**src/rtl/nv_ram_pkg.sv**
```systemverilog
// Shared definitions for the parametrised 1R1W flop RAM family.
package nv_ram_pkg;

  // Ceiling log2, minimum 1 so a two-entry RAM still has a one-bit address.
  function automatic int clog2(input int n);
    int r;
    r = 0;
    while ((1 << r) < n) r++;
    return (r < 1) ? 1 : r;
  endfunction

  // Read-select encoding for the stage-2 data mux, listed in priority order.
  localparam logic [2:0] RD_SEL_BYP    = 3'd0;
  localparam logic [2:0] RD_SEL_ERR    = 3'd1;
  localparam logic [2:0] RD_SEL_FWD    = 3'd2;
  localparam logic [2:0] RD_SEL_UNINIT = 3'd3;
  localparam logic [2:0] RD_SEL_MEM    = 3'd4;

endpackage

```
**src/rtl/nv_ram_rwsthp_param_if.sv**
```systemverilog
// Read, write, bypass and status signals of one nv_ram_rwsthp_param instance.
interface nv_ram_rwsthp_param_if #(
  parameter int AW    = 5,
  parameter int WIDTH = 80
);
  logic [AW-1:0]    ra;
  logic             re;
  logic             ore;
  logic [WIDTH-1:0] dout;
  logic             dout_vld;
  logic             rd_err;
  logic             rd_uninit;
  logic [AW-1:0]    wa;
  logic             we;
  logic [WIDTH-1:0] di;
  logic             wr_err;
  logic             byp_sel;
  logic [WIDTH-1:0] dbyp;
  logic [31:0]      pwrbus_ram_pd;

  modport master (
    output ra, re, ore, wa, we, di, byp_sel, dbyp, pwrbus_ram_pd,
    input  dout, dout_vld, rd_err, rd_uninit, wr_err
  );

  modport slave (
    input  ra, re, ore, wa, we, di, byp_sel, dbyp, pwrbus_ram_pd,
    output dout, dout_vld, rd_err, rd_uninit, wr_err
  );
endinterface

```
**src/rtl/nv_ram_vld_map.sv**
```systemverilog
// Per-entry written-valid bitmap: set on write, cleared only by reset.
module nv_ram_vld_map
  import nv_ram_pkg::*;
#(
  parameter  int DEPTH = 19,
  localparam int AW    = clog2(DEPTH)
) (
  input  logic          clk,
  input  logic          rst_n,
  input  logic          set_en,
  input  logic [AW-1:0] set_addr,
  input  logic [AW-1:0] lkp_addr,
  output logic          lkp_vld
);

  localparam logic [AW:0] DEPTH_W = DEPTH[AW:0];

  logic [DEPTH-1:0] map;

  // Mark an entry valid when it is written; the caller guarantees set_addr is in range.
  // NOTE: sequential state uses non-blocking assignments so every flop samples pre-edge values.
  always_ff @(posedge clk or negedge rst_n) begin
    if (!rst_n) begin
      map <= '0;
    end else if (set_en) begin
      map[set_addr] <= 1'b1;
    end
  end

  // Out-of-range lookups report not-valid rather than indexing past the map.
  assign lkp_vld = ({1'b0, lkp_addr} < DEPTH_W) ? map[lkp_addr] : 1'b0;

endmodule

```
**src/rtl/nv_ram_rwsthp_param.sv**
```systemverilog
// Parametrised 1R1W flop RAM: registered read address, output-register enable,
// bypass mux, written-valid tracking, optional write forwarding and error flags.
module nv_ram_rwsthp_param
  import nv_ram_pkg::*;
#(
  parameter  int DEPTH       = 19,
  parameter  int WIDTH       = 80,
  parameter  int FWD_EN      = 1,
  parameter  int UNINIT_ZERO = 1,
  localparam int AW          = clog2(DEPTH)
) (
  input  logic                    nvdla_core_clk,
  input  logic                    nvdla_core_rstn,
  nv_ram_rwsthp_param_if.slave    bus
);

  localparam logic [AW:0] DEPTH_W = DEPTH[AW:0];

  logic [WIDTH-1:0] mem [DEPTH];
  logic [AW-1:0]    ra_d;
  logic             rd_pend;
  logic             wa_ok;
  logic             ra_ok;
  logic             wr_set;
  logic             ra_vld;
  logic [2:0]       rd_sel;
  logic [WIDTH-1:0] rd_data;
  logic             unused_pwrbus;

  // The power-down bus has no functional effect on this model.
  assign unused_pwrbus = ^bus.pwrbus_ram_pd;

  assign wa_ok  = ({1'b0, bus.wa} < DEPTH_W);
  assign ra_ok  = ({1'b0, ra_d} < DEPTH_W);
  assign wr_set = bus.we & wa_ok;

  nv_ram_vld_map #(.DEPTH(DEPTH)) u_vld_map (
    .clk      (nvdla_core_clk),
    .rst_n    (nvdla_core_rstn),
    .set_en   (wr_set),
    .set_addr (bus.wa),
    .lkp_addr (ra_d),
    .lkp_vld  (ra_vld)
  );

  // Array write; out-of-range writes are dropped.
  // NOTE: the array has no reset; stale contents are hidden by the valid bitmap instead.
  always_ff @(posedge nvdla_core_clk) begin
    if (wr_set) begin
      mem[bus.wa] <= bus.di;
    end
  end

  // One-cycle pulse flagging a dropped out-of-range write.
  always_ff @(posedge nvdla_core_clk or negedge nvdla_core_rstn) begin
    if (!nvdla_core_rstn) begin
      wr_err_q_reset: bus.wr_err <= 1'b0;
    end else begin
      bus.wr_err <= bus.we & ~wa_ok;
    end
  end

  // Read stage 1: capture the address and note that a real read is pending.
  always_ff @(posedge nvdla_core_clk or negedge nvdla_core_rstn) begin
    if (!nvdla_core_rstn) begin
      ra_d    <= '0;
      rd_pend <= 1'b0;
    end else if (bus.re) begin
      ra_d    <= bus.ra;
      rd_pend <= 1'b1;
    end else if (bus.ore) begin
      rd_pend <= 1'b0;
    end
  end

  // Read stage 2: prioritised source select and data mux.
  // NOTE: every output gets a default first so no latch is inferred.
  always_comb begin
    rd_sel  = RD_SEL_MEM;
    rd_data = '0;
    if (bus.byp_sel) begin
      rd_sel = RD_SEL_BYP;
    end else if (!ra_ok) begin
      rd_sel = RD_SEL_ERR;
    end else if ((FWD_EN != 0) && bus.we && (bus.wa == ra_d)) begin
      rd_sel = RD_SEL_FWD;
    end else if ((UNINIT_ZERO != 0) && !ra_vld) begin
      rd_sel = RD_SEL_UNINIT;
    end
    case (rd_sel)
      RD_SEL_BYP: rd_data = bus.dbyp;
      RD_SEL_FWD: rd_data = bus.di;
      RD_SEL_MEM: rd_data = mem[ra_d];
      default:    rd_data = '0;
    endcase
  end

  // Output stage: load data and status only when the output register is enabled.
  always_ff @(posedge nvdla_core_clk or negedge nvdla_core_rstn) begin
    if (!nvdla_core_rstn) begin
      bus.dout      <= '0;
      bus.dout_vld  <= 1'b0;
      bus.rd_err    <= 1'b0;
      bus.rd_uninit <= 1'b0;
    end else if (bus.ore) begin
      bus.dout      <= rd_data;
      bus.dout_vld  <= rd_pend | bus.byp_sel;
      bus.rd_err    <= (rd_sel == RD_SEL_ERR) & ~bus.byp_sel;
      bus.rd_uninit <= (rd_sel == RD_SEL_UNINIT) & ~bus.byp_sel;
    end
  end

endmodule

```
**src/flat_wrapper.sv**
```systemverilog
// flat-port wrapper written by rule: the top's interface ports become plain ports
module nv_ram_rwsthp_param_flat import nv_ram_pkg::*;
#(
  parameter  int DEPTH       = 19,
  parameter  int WIDTH       = 80,
  parameter  int FWD_EN      = 1,
  parameter  int UNINIT_ZERO = 1,
  localparam int AW          = clog2(DEPTH)
)
  (nvdla_core_clk, nvdla_core_rstn, bus_ra, bus_re, bus_ore, bus_wa, bus_we, bus_di, bus_byp_sel, bus_dbyp, bus_pwrbus_ram_pd, bus_dout, bus_dout_vld, bus_rd_err, bus_rd_uninit, bus_wr_err);
  nv_ram_rwsthp_param_if #(.AW((5)), .WIDTH(WIDTH)) bus_i ();
  input  logic nvdla_core_clk;
  input  logic nvdla_core_rstn;
  input wire logic [$bits(bus_i.ra)-1:0] bus_ra;
  input wire logic [$bits(bus_i.re)-1:0] bus_re;
  input wire logic [$bits(bus_i.ore)-1:0] bus_ore;
  input wire logic [$bits(bus_i.wa)-1:0] bus_wa;
  input wire logic [$bits(bus_i.we)-1:0] bus_we;
  input wire logic [$bits(bus_i.di)-1:0] bus_di;
  input wire logic [$bits(bus_i.byp_sel)-1:0] bus_byp_sel;
  input wire logic [$bits(bus_i.dbyp)-1:0] bus_dbyp;
  input wire logic [$bits(bus_i.pwrbus_ram_pd)-1:0] bus_pwrbus_ram_pd;
  output wire logic [$bits(bus_i.dout)-1:0] bus_dout;
  output wire logic [$bits(bus_i.dout_vld)-1:0] bus_dout_vld;
  output wire logic [$bits(bus_i.rd_err)-1:0] bus_rd_err;
  output wire logic [$bits(bus_i.rd_uninit)-1:0] bus_rd_uninit;
  output wire logic [$bits(bus_i.wr_err)-1:0] bus_wr_err;
  assign bus_i.ra = bus_ra;
  assign bus_i.re = bus_re;
  assign bus_i.ore = bus_ore;
  assign bus_i.wa = bus_wa;
  assign bus_i.we = bus_we;
  assign bus_i.di = bus_di;
  assign bus_i.byp_sel = bus_byp_sel;
  assign bus_i.dbyp = bus_dbyp;
  assign bus_i.pwrbus_ram_pd = bus_pwrbus_ram_pd;
  assign bus_dout = bus_i.dout;
  assign bus_dout_vld = bus_i.dout_vld;
  assign bus_rd_err = bus_i.rd_err;
  assign bus_rd_uninit = bus_i.rd_uninit;
  assign bus_wr_err = bus_i.wr_err;
  nv_ram_rwsthp_param #(.DEPTH(DEPTH), .WIDTH(WIDTH), .FWD_EN(FWD_EN), .UNINIT_ZERO(UNINIT_ZERO)) u_core (.nvdla_core_clk(nvdla_core_clk), .nvdla_core_rstn(nvdla_core_rstn), .bus(bus_i));
endmodule
```
**config.mk**
```make
export PLATFORM = sky130hd
export DESIGN_NAME = nv_ram_rwsthp_param_flat
export DESIGN_NICKNAME = d
export VERILOG_FILES = /design/src/rtl/nv_ram_pkg.sv /design/src/rtl/nv_ram_rwsthp_param_if.sv /design/src/rtl/nv_ram_vld_map.sv /design/src/rtl/nv_ram_rwsthp_param.sv /design/src/flat_wrapper.sv
export SDC_FILE = /design/constraint.sdc
export NUM_CORES = 2
export LEC_CHECK = 0
export BUFFER_PORTS_ARGS = -buffer_cell sky130_fd_sc_hd__buf_2
export CELL_PAD_IN_SITES_DETAIL_PLACEMENT = 1
export CELL_PAD_IN_SITES_GLOBAL_PLACEMENT = 2
export CORE_ASPECT_RATIO = 1.75
export CORE_MARGIN = 3
export CORE_UTILIZATION = 48
export DETAILED_ROUTE_END_ITERATION = 8
export GPL_TIMING_DRIVEN = 0
export PLACE_DENSITY = 0.77
export SLEW_MARGIN = 25
export SYNTH_ARGS = -nofsm -noshare
export SYNTH_HDL_FRONTEND = slang
export SYNTH_SLANG_ARGS = --single-unit
```
**constraint.sdc**
```tcl
create_clock -name nvdla_core_clk -period 3 [get_ports nvdla_core_clk]
set_input_delay 0.6 -clock nvdla_core_clk [delete_from_list [all_inputs] [get_ports nvdla_core_clk]]
set_output_delay 0.6 -clock nvdla_core_clk [all_outputs]
set_load 0.05 [all_outputs]
```
==> reports/qor.csv <==
metric,value,unit
max-cap viol count,0,
critical path class,reg -> reg,
io pins,292,
synth top area cells,"edfxtp_1 71%, mux4_2 8.3%, dfrtp_1 4.3%",
clock skew,0.0336,ns
number of synthesized register bits,1629,
share of layout cells above drive strength 1,0.324,
initial antenna violation count,18,
Worst Path Arrival,3.77,ns
outcome,"finished, violations left",
final core utilization,0.570,
Placer Congestion,0.809,
Power Dens Cells,657,nW/um^2
"count leader, synth",edfxtp_1,
post-route setup slack,-0.0740,ns
top post-synthesis cells by count,"1520 x edfxtp_1, 242 x nand2_1, 235 x mux4_2",
final period utilization,1.02,
asr flop ratio synth,0.0669,
"Slew Viols, Final",0,
TNS Setup,-0.122,ns
hpwl dp,143000,um
Synth top area share,0.714,
Syn Area/Cell,19.5,sq um
Least-Margin Pin Slew,1.12,ns
Setup WS pre-CTS,-0.846,ns
Final min period,3.07,ns
RSZ-0062 raised after global routing,yes,
final setup violation count,3,
number of synthesized flops with an enable pin,1520,
number of global-route vias before repair,38186,
IO Port Bufs,256,
Slew HR,0.254,
final-stage net count,3998,
CTS buffer count,146,
initial DRC count,4728,
Die Span Y,489,um
cell taking the most area after synthesis,edfxtp_1,
required time worst endpoint,3.70,ns
Main synth FF type,edfxtp_1,
CTS tree,done,
Hold Crit Class,in -> reg,
Core Area,132000,sq um
vias per inst,6.47,
pin count of the biggest net entering global routing,65,
multi-input logic area,14700,sq um
crit path capture type,flip-flop,
largest fanout on the critical path,10,
Ys Warns,0,
failing checks,setup timing,
Layout area overhead,17.6,%
vias,36270,
"CTS clk-pin slew, worst paths",0.07,ns
global-route wire length before repair,287000,um
DIE AREA,138000,sq um
Rows,176,
Final Hold Fails,0,
WL final,207000,um
Setup crit start kind,flip-flop,
buffer depth of the longest clock path,3,
clk_lat worst skew,0.79,ns
post-synth net total,3483,
Initial Util,0.485,
Root Buffer,clkbuf_16,
Final ANT Viol Nets,0,
drt wl/cell,36.8,um
total track usage,0.301,
GRT Residual Overflow,0,
clock sink count,1629,
Lkg Pwr,25.1,nW
Die Wd,282,um
register area share after synthesis,0.757,
DRT Pass-1 Iters,8,
Netlist cell types,55,
DRC viols,0,
Cells after Synth,3275,
Max Freq,325,MHz
final-layout fill cell count,11470,
Post-Syn Area,63900,sq um
Hold WS,0.145,ns
register area,48400,sq um
H-tree Lvls,4,
Peak VDD IR,0.522,mV
-- worst paths after layout --
| check | startpoint | end | slack [ns] | cells after the start |
|---|---|---|---|---|
| max in group asynchronous | nvdla_core_rstn | u_core.bus.dout[32] | 1.80 | 3 |
| worst min register to register | u_core.u_vld_map.map[7] | u_core.u_vld_map.map[7] | 0.47 | 1 |
| worst max-delay path | u_core.ra_d[2] | u_core.bus.dout[71] | -0.07 | 8 |
| min in group asynchronous | nvdla_core_rstn | u_core.bus.dout[33] | 0.34 | 2 |
| worst min-delay path | bus_dbyp[40] | u_core.bus.dout[40] | 0.15 | 3 |
| worst max register to register | u_core.ra_d[2] | u_core.bus.dout[71] | -0.07 | 8 |
-- critical path, stage by stage (launching register included) --
cell      delay [ns]
dfrtp_1         0.33
buf_2           0.25
or2_1           0.14
buf_2           0.36
clkbuf_1        0.69
o22ai_1         0.24
o41ai_1         0.60
nand2_1         0.18
a22oi_2         0.18
-- stage by stage --
| stage | cells | cell area [sq um] | power [W] |
|---|---|---|---|
| final | 5610 | 75200 | 0.0494 |
| after global routing | 5607 | 75200 | 0.0508 |
| after CTS | 5605 | 75100 | 0.0497 |
| after detailed placement | 5329 | 70100 | 0.0311 |
| after global placement | 5222 | 67400 | 0.0309 |
| after floorplan | 3275 | 64000 | 0.0288 |
-- flip-flops by register name (all words and copies together) (netlist names) --
register and flops:
u_core.bus.wr_err 1, u_core.bus.rd_err 1, u_core.bus.dout 80, u_core.bus.rd_uninit 1, u_core.ra_d 5, u_core.mem 1520, u_core.u_vld_map.map 19, u_core.bus.dout_vld 1
u_core.rd_pend 1
-- placed cells by master, fill, tap and decap left out, types with 9 or more instances in the layout --
| cell type | count |
|---|---|
| a22oi_2 | 71 |
| buf_4 | 45 |
| clkinv_2 | 24 |
| edfxtp_1 | 1520 |
| clkinv_1 | 18 |
| clkbuf_1 | 76 |
| nor2_1 | 47 |
| nand3_1 | 9 |
| mux2_2 | 148 |
| a222oi_1 | 80 |
| buf_12 | 52 |
| o22ai_1 | 86 |
| clkbuf_2 | 52 |
| bufinv_16 | 9 |
| or2_2 | 22 |
| nor2_4 | 20 |
| nand2_1 | 240 |
| dfrtp_1 | 109 |
| mux2i_1 | 188 |
| a211oi_1 | 10 |
| clkbuf_8 | 11 |
| buf_16 | 57 |
| nand3b_1 | 14 |
| a221oi_1 | 19 |
| a21oi_1 | 33 |
| inv_1 | 13 |
| o221ai_1 | 31 |
| mux4_2 | 235 |
| a22oi_1 | 17 |
| o41ai_1 | 35 |
| o21ai_0 | 45 |
| buf_2 | 291 |
| clkbuf_16 | 148 |
| buf_6 | 18 |
-- final cells by class --
class / instances / area share
well taps: 1691 / 0.0281
plain buffers: 208 / 0.0175
diodes: 5 / 0.000166
clock buffers: 197 / 0.0532
clock inverters: 75 / 0.00929
inverters: 14 / 0.000699
repair buffers: 371 / 0.0527
flip-flops and latches: 1629 / 0.643
multi-input cells: 1420 / 0.195
-- report_power, final --
part / total, W / switching (W) / internal, W / leakage (nW)
Clock: 0.0187 / 0.00850 / 0.0102 / 2.28
Sequential: 0.0254 / 0.000191 / 0.0252 / 15.1
Combinational: 0.00535 / 0.00348 / 0.00187 / 7.75
Total: 0.0494 / 0.0122 / 0.0373 / 25.1
-- kinds of logic after synthesis --
group,share of synthesized area
flip-flops,0.757
multiplexers,0.139
AO/OA/AOI/OAI,0.0599
AND/OR/NAND/NOR,0.0263
buffers and inverters,0.0175
XOR/XNOR,0.000685
-- routing by layer --
layer | up-vias | global-route usage | wire (um)
li1 | 14556 | - | -
met1 | 19425 | 0.371 | 74400
met2 | 1864 | 0.530 | 107000
met3 | 415 | 0.0488 | 15600
met4 | 10 | 0.119 | 9010
met5 | - | 0 | 66
-- timing repair --
action / CTS / global route
hold buffers: 1 / 0
setup endpoints to repair: 82 / 65
hold endpoints to repair: 45 / 0
resized for setup: 101 / 27
buffers inserted: 6 / 1
pin swaps: 1 / 4
(Power assumes the default switching activity.)
